**src/rtl/mealy_mod_counter_if.sv**
```systemverilog
// mealy_mod_counter_if: control and status bundle for mealy_mod_counter.
//   en, clr, dir, tc, x        : driven by the event source (master)
//   Sreg, Snext, z, wrap_cnt   : driven by the counter (slave)
interface mealy_mod_counter_if #(
   parameter int unsigned WIDTH  = 4,
   parameter int unsigned WRAP_W = 8
);
   logic              en;
   logic              clr;
   logic              dir;
   logic [WIDTH-1:0]  tc;
   logic              x;
   logic [WIDTH-1:0]  Sreg;
   logic [WIDTH-1:0]  Snext;
   logic              z;
   logic [WRAP_W-1:0] wrap_cnt;

   modport master (
      output en, clr, dir, tc, x,
      input  Sreg, Snext, z, wrap_cnt
   );

   modport slave (
      input  en, clr, dir, tc, x,
      output Sreg, Snext, z, wrap_cnt
   );
endinterface

```
**src/rtl/mealy_mod_counter.sv**
```systemverilog
// mealy_mod_counter: programmable-modulus up/down event counter with a Mealy
// wrap strobe and a saturating wrap counter.
//   clk      : rising-edge clock
//   rst_n    : asynchronous active-low reset
//   bus      : slave side of mealy_mod_counter_if
//              in  en, clr, dir, tc, x
//              out Sreg (registered state), Snext (comb next state),
//                  z (comb wrap strobe), wrap_cnt (registered, saturating)
module mealy_mod_counter #(
   parameter int unsigned WIDTH     = 4,
   parameter int unsigned EDGE_MODE = 0,
   parameter int unsigned WRAP_W    = 8
) (
   input  logic                 clk,
   input  logic                 rst_n,
   mealy_mod_counter_if.slave   bus
);

   localparam logic [WRAP_W-1:0] WRAP_MAX = {WRAP_W{1'b1}};

   logic              r_x_q;
   logic [WIDTH-1:0]  r_sreg;
   logic [WRAP_W-1:0] r_wrap_cnt;

   logic              w_ev;
   logic              w_wrap;
   logic              w_z;
   logic [WIDTH-1:0]  w_snext;

   // Event qualification; gated by rst_n so nothing is produced while in reset
   always_comb begin
      w_ev = bus.en & bus.x & rst_n;
      if (EDGE_MODE != 0) begin
         w_ev = w_ev & ~r_x_q;
      end
   end

   // Wrap condition uses >= when counting up so a lowered tc still wraps
   always_comb begin
      w_wrap = bus.dir ? (r_sreg == '0) : (r_sreg >= bus.tc);
      w_z    = w_ev & ~bus.clr & w_wrap;
   end

   // Next-state selection in priority order
   always_comb begin
      w_snext = r_sreg;
      if (!rst_n) begin
         w_snext = '0;
      end else if (bus.clr) begin
         w_snext = '0;
      end else if (w_ev) begin
         if (!bus.dir) begin
            w_snext = (r_sreg >= bus.tc) ? '0 : r_sreg + WIDTH'(1);
         end else if (r_sreg == '0) begin
            w_snext = bus.tc;
         end else if (r_sreg > bus.tc) begin
            // out-of-range recovery: snap to tc without signalling a wrap
            w_snext = bus.tc;
         end else begin
            w_snext = r_sreg - WIDTH'(1);
         end
      end
   end

   // State, edge-history and wrap-count registers
   always_ff @(posedge clk or negedge rst_n) begin
      if (!rst_n) begin
         r_x_q      <= 1'b0;
         r_sreg     <= '0;
         r_wrap_cnt <= '0;
      end else begin
         r_x_q  <= bus.x;
         r_sreg <= w_snext;
         if (bus.clr) begin
            r_wrap_cnt <= '0;
         end else if (w_z && (r_wrap_cnt != WRAP_MAX)) begin
            r_wrap_cnt <= r_wrap_cnt + WRAP_W'(1);
         end
      end
   end

   assign bus.Sreg     = r_sreg;
   assign bus.Snext    = w_snext;
   assign bus.z        = w_z;
   assign bus.wrap_cnt = r_wrap_cnt;

endmodule
```
**src/flat_wrapper.sv**
```systemverilog
// flat-port wrapper written by rule: the top's interface ports become plain ports
module mealy_mod_counter_flat 
#(
   parameter int unsigned WIDTH     = 4,
   parameter int unsigned EDGE_MODE = 0,
   parameter int unsigned WRAP_W    = 8
)
  (clk, rst_n, bus_en, bus_clr, bus_dir, bus_tc, bus_x, bus_Sreg, bus_Snext, bus_z, bus_wrap_cnt);
  mealy_mod_counter_if #(.WIDTH(WIDTH), .WRAP_W(WRAP_W)) bus_i ();
  input  logic clk;
  input  logic rst_n;
  input wire logic [$bits(bus_i.en)-1:0] bus_en;
  input wire logic [$bits(bus_i.clr)-1:0] bus_clr;
  input wire logic [$bits(bus_i.dir)-1:0] bus_dir;
  input wire logic [$bits(bus_i.tc)-1:0] bus_tc;
  input wire logic [$bits(bus_i.x)-1:0] bus_x;
  output wire logic [$bits(bus_i.Sreg)-1:0] bus_Sreg;
  output wire logic [$bits(bus_i.Snext)-1:0] bus_Snext;
  output wire logic [$bits(bus_i.z)-1:0] bus_z;
  output wire logic [$bits(bus_i.wrap_cnt)-1:0] bus_wrap_cnt;
  assign bus_i.en = bus_en;
  assign bus_i.clr = bus_clr;
  assign bus_i.dir = bus_dir;
  assign bus_i.tc = bus_tc;
  assign bus_i.x = bus_x;
  assign bus_Sreg = bus_i.Sreg;
  assign bus_Snext = bus_i.Snext;
  assign bus_z = bus_i.z;
  assign bus_wrap_cnt = bus_i.wrap_cnt;
  mealy_mod_counter #(.WIDTH(WIDTH), .EDGE_MODE(EDGE_MODE), .WRAP_W(WRAP_W)) u_core (.clk(clk), .rst_n(rst_n), .bus(bus_i));
endmodule
```
**config.mk**
```make
export PLATFORM = sky130hd
export DESIGN_NAME = mealy_mod_counter_flat
export DESIGN_NICKNAME = d
export VERILOG_FILES = /design/src/rtl/mealy_mod_counter_if.sv /design/src/rtl/mealy_mod_counter.sv /design/src/flat_wrapper.sv
export SDC_FILE = /design/constraint.sdc
export NUM_CORES = 1
export LEC_CHECK = 0
export ABC_AREA = 1
export CAP_MARGIN = 20
export CORE_ASPECT_RATIO = 0.5
export CORE_MARGIN = 5
export CORE_UTILIZATION = 30
export CTS_CLUSTER_SIZE = 28
export DETAILED_ROUTE_END_ITERATION = 12
export PLACE_DENSITY = 0.61
export SLEW_MARGIN = 5
export SYNTH_ARGS = -nofsm -noshare
export SYNTH_HDL_FRONTEND = slang
export SYNTH_SLANG_ARGS = --single-unit
```
**constraint.sdc**
```tcl
create_clock -name clk -period 4.3 [get_ports clk]
set_input_delay 0.645 -clock clk [delete_from_list [all_inputs] [get_ports clk]]
set_output_delay 0.645 -clock clk [all_outputs]
set_load 0.05 [all_outputs]
```
# Word level (Yosys, flattened, before mapping)
# Index checks and enable logic that the tools add are counted.
# op_classes
order_cmp,2
multipliers,0
n_eq_ne,1
bitwise_logic,5
reduce_logical,3
shift,0
addsub,3
n_mux,10
div,0
# ops
op,count
$mux W4,7
$mux W8,2
$add A8 B1 Y8 const B,1
$ne A8 B8 Y1 const B,1
$add A4 B1 Y4 const B,1
$and A1 B1 Y1,4
$ge A4 B4 Y1,1
$gt A4 B4 Y1,1
$logic_not A4 Y1,1
$sub A4 B1 Y4 const B,1
$reduce_bool A2 Y1,1
$logic_and A1 B1 Y1,1
$mux W1,1
$not A1 Y1,1
# word_totals
latch_bits,0
regBits,12
elab_cells,26
out_inout_bits,17
ramBits,0
n_memories,0
mem_bits_ro,0
inputBits,10

# Longest topological paths before layout
# depth
ltp_word,7
depth_mapped,13
ltp_nobuf,13

# Least setup slack after synthesis
# OpenSTA, ideal clock, no wires.
# synth_path
path_type,register -> output
from,reg u_core.r_sreg[2] (netlist: u_core.bus.Sreg[2])
to,out bus_Snext[0]
n_path_buf,0
arrival_time_ns,2.477
setup_slack_ns,1.178
required_time_ns,3.655
path_stages_with_launch,11
cell_sequence,dfrtp_1 ha_1 nand2_1 inv_1 nand2_1 nand2_1 nand2_2 nand2_1 o21ai_0 nand2_1 a21oi_1
# synth_via
elab_chain_cells,7
elab_cells_between_ends,10
cone_classes,order compare: 2; mux: 7; reduce/logical: 1
# synth_lines
element,line_no,source
from (decl),mealy_mod_counter.sv:22,logic [WIDTH-1:0] r_sreg;
from (signal assigned),mealy_mod_counter.sv:73,r_sreg <= w_snext;
$gt A4 B4 Y1,mealy_mod_counter.sv:56,end else if (r_sreg > bus.tc) begin
$mux W4,mealy_mod_counter.sv:56,
$mux W4,mealy_mod_counter.sv:54,end else if (r_sreg == '0) begin
$mux W4 *,mealy_mod_counter.sv:52,if (!bus.dir) begin
$mux W4 *,mealy_mod_counter.sv:51,end else if (w_ev) begin
$mux W4 *,mealy_mod_counter.sv:49,end else if (bus.clr) begin
$mux W4 *,mealy_mod_counter.sv:47,if (!rst_n) begin
to (decl),flat_wrapper.sv:18,output wire logic [$bits(bus_i.Snext)-1:0] bus_Snext;
# Mark *: on every way between the ends. The rest lies on a longest branch, timed or not.

# Worst setup path after layout
# layout_path
from,in bus_tc[3]
to,out bus_Snext[0]
# layout_via
elab_chain_cells,7
elab_cells_between_ends,9
cone_classes,order compare: 2; mux: 7
# layout_lines
element,line_no,source
from (decl),flat_wrapper.sv:15,input wire logic [$bits(bus_i.tc)-1:0] bus_tc;
$gt A4 B4 Y1,mealy_mod_counter.sv:56,
$mux W4,mealy_mod_counter.sv:56,
$mux W4,mealy_mod_counter.sv:54,
$mux W4 *,mealy_mod_counter.sv:52,
$mux W4 *,mealy_mod_counter.sv:51,
$mux W4 *,mealy_mod_counter.sv:49,
$mux W4 *,mealy_mod_counter.sv:47,
# Marks and branches as above.

==> summary.md <==
| Metric | Value |
|---|---|
| Run status | finished clean |
| Number of global-route vias before repair | 908 |
| Slowest CP cell | clkdlybuf4s50_1 |
| Post-route ant nets | 0 |
| Post-synthesis mux area share | 0% |
| Flop-to-flop setup slack | 2.44 ns |
| DRT Pass-1 Iters | 5 |
| Synth Cell Area | 993 um2 |
| Crit Path Max Fanout | 5 |
| Synth Flop Type | dfrtp_1 |
| Synth Area per Inst | 7.41 um2 |
| RSZ-0062 raised after global routing | no |
| Rows | 14 |
| Ys Warns | 0 |
| Arr. time, crit path | 3.26 ns |
| Synth top area share | 30.2% |
| Max-slew violations | 0 |
| Post-layout util | 44.1% |
| Cell with the most instances after synthesis | nand2_1 |
| Sequential fraction of the synthesis area | 30.2% |
| DP Wirelength | 1870 um |
| Detailed-route via count | 960 |
| WL/cell | 11.7 um |
| Largest net degree at the start of global routing | 13 |
| Die footprint | 4630 um2 |
| Initial antenna violation count | 0 |
| Final setup violating endpoints | 0 |
| Hold slack final | 0.578 ns |
| Clock slew at reported path FFs | 0.05 ns |
| Cell count after placement | 200 |
| Post-synth EDFFs | 0 |
| Top cells by count, synth | nand2_1 (32), nand3_1 (19), inv_1 (15) |
| DR vias/cell | 4.71 |
| CTS Root Buffer Type | clkbuf_8 |
| Pwr dens | 226 nW/um2 |
| Grt ovf | 0 |
| First-pass GRT wire length | 4140 um |
| Die width | 91.4 um |
| Drc violations | 0 |
| Final net count | 182 |
| Max_slew headroom | 66.5% |
| Diodes inserted | 0 |
| Vert. Die Dim | 50.7 um |
| # H-tree levels | 1 |
| Xor/xnor cell area share of the yosys netlist | 7.93% |
| Leak pwr | 0.704 nW |
| Port bufs | 26 |
| Total GRT Usage | 10.9% |
| Starting Density | 32.2% |
| Worst flop-to-flop path startpoint | u_core.bus.Sreg[3] |
| Synth Area in Adders | 8.82% |
| Num ports | 27 |
| 1st-iter DRT viols | 29 |
| Post-layout power | 0.000307 W |
| Cell Count, Final, Fillers Out | 204 |
| Worst EP required | 3.65 ns |
| Worst hold endpoint | u_core.bus.wrap_cnt[1] |
| Hold_buf cts | 0 |
| Synthesis-to-layout area growth | 36.8% |
| Fraction of registers with async set/reset | 100% |
| Core Area | 3080 um2 |
| Critical Path Source Type | input pin |
| Mapped Nets | 151 |
| Post-cts resize count | 0 |
| Largest family of logic cells by synthesized area | simple AND/OR/NAND/NOR gates |
| IR drop worst, VDD | 0.112 mV |
| CTS Buffer Depth | 2 |
| CTS sink cnt | 12 |
| Worst-margin pin slew | 0.501 ns |
| Hold WC Path Type | reg -> reg |
| Largest area contributor in the netlist | dfrtp_1 |
| Worst Hold Depth | 2 |
| Final wirelength | 2390 um |
| Max Cap Viol | 0 |
| Reg-to-reg endpoint | u_core.bus.wrap_cnt[5] |
| Most frequent CP cell | nand2_1 |
| Number of buffers created by CTS | 3 |
| Yosys cell types | 19 |
| Share of layout cells above drive strength 1 | 11.0% |
| R2R depth | 9 |
| CTS tree | yes |
| Clock Skew | 0.00371 ns |
| Synth area leaders | dfrtp_1 (30%), nand2_1 (12%), nand3_1 (9.6%), ha_1 (8.8%), nand3_2 (6.0%) |
| Crit-path cells | clkdlybuf4s50_1 > inv_1 > ha_1 > a21oi_1 > nand2_1 > nand2_2 > nand2_1 > o21ai_0 > nand2_1 > a21oi_1 > clkdlybuf4s50_1 |
| Clock Latency Late Sink | 0.24 ns |
| Crit path time final | 3.90 ns |
| Critical path endpoint category | output port |
| Hold Crit Start | u_core.bus.wrap_cnt[1] |
| Final Hold Fails | 0 |
| CP Class | in -> out |
| #FFs+latches synth | 12 |
| Crit share post-route | 90.7% |
| Post-CTS setup-driven buffer insertion count | 0 |
| Setup TNS | 0 ns |
| Highest clock rate | 256 MHz |
| Gpl congestion | 0.776 |
| Critical path's largest stage delay | 0.83 ns |
| Syn Inst Count | 134 |
| Synth Area in Simple Gates | 39.3% |
| Synth Area in Compound Gates | 6.55% |
-- how the worst max path moves through the flow --
| stage | startpoint | endpoint |
|---|---|---|
| floorplan | u_core.bus.Sreg[2] | bus_Snext[0] |
| global placement | bus_tc[3] | bus_Snext[0] |
| detailed placement | bus_tc[3] | bus_Snext[0] |
| CTS | bus_tc[3] | bus_Snext[0] |
| global route | bus_tc[3] | bus_Snext[0] |
| finish | bus_tc[3] | bus_Snext[0] |
-- placed cells by master (no fill, tap or decap), drive strengths merged --
master,count
a21oi,7
and3,1
buf,1
clkbuf,4
clkdlybuf4s50,26
dfrtp,12
ha,7
inv,17
nand2,35
nand3,25
nand3b,1
nand4,2
nor2,10
nor3,1
o21ai,6
xnor2,4
xor2,5
-- metal layers --
| layer | global-route usage [%] | routed length (um) | vias up | part of all wire (%) |
|---|---|---|---|---|
| met4 | 4.63 | 33 | 0 | 1.4 |
| li1 | - | - | 496 | - |
| met3 | 3.13 | 99 | 5 | 4.1 |
| met2 | 16.9 | 1090 | 19 | 46 |
| met5 | 0 | 0 | - | 0 |
| met1 | 14.3 | 1160 | 440 | 49 |
-- cells by family after synthesis --
| logic type | after synthesis |
|---|---|
| adders and majority gates | 7 |
| AOI/OAI and AO/OA | 13 |
| DFF | 12 |
| buffers and inverters | 18 |
| xor gates and xnor gates | 9 |
| and+or+nand+nor | 75 |
-- cell type report --
cell class	instances	area, um2
fill	320	1720
multi-input combinational	104	622
sequential	12	300
timing repair buffer	27	268
inverter	17	63.8
clock buffer	4	55.1
tap	40	50.0
-- power breakdown --
group          internal (W)  switching [W]  leakage [nW]   total, W
clock             0.0000809      0.0000421        0.0288   0.000123
sequential         0.000115     0.00000355         0.166   0.000119
combinational     0.0000248      0.0000403         0.510  0.0000651
-- state kept, by name, summed over array words and instances, names as in the netlist --
name	flops
u_core.bus.wrap_cnt	8
u_core.bus.Sreg	4
-- worst max-delay path: cells and delay by family --
family / cells / cell delay (ns)
adder cells (fa/ha/maj): 1 / 0.28
AND/OR/NAND/NOR: 4 / 0.38
buffers and inverters: 3 / 1.36
AO/OA/AOI/OAI: 3 / 0.58
-- through the flow --
stage	area, um2	setup slack, ns
after floorplan	993	1.18
after global placement	1300	0.465
after detailed placement	1300	0.400
after CTS	1360	0.387
after global routing	1360	0.214
final	1360	0.399
(Power assumes the default switching activity.)
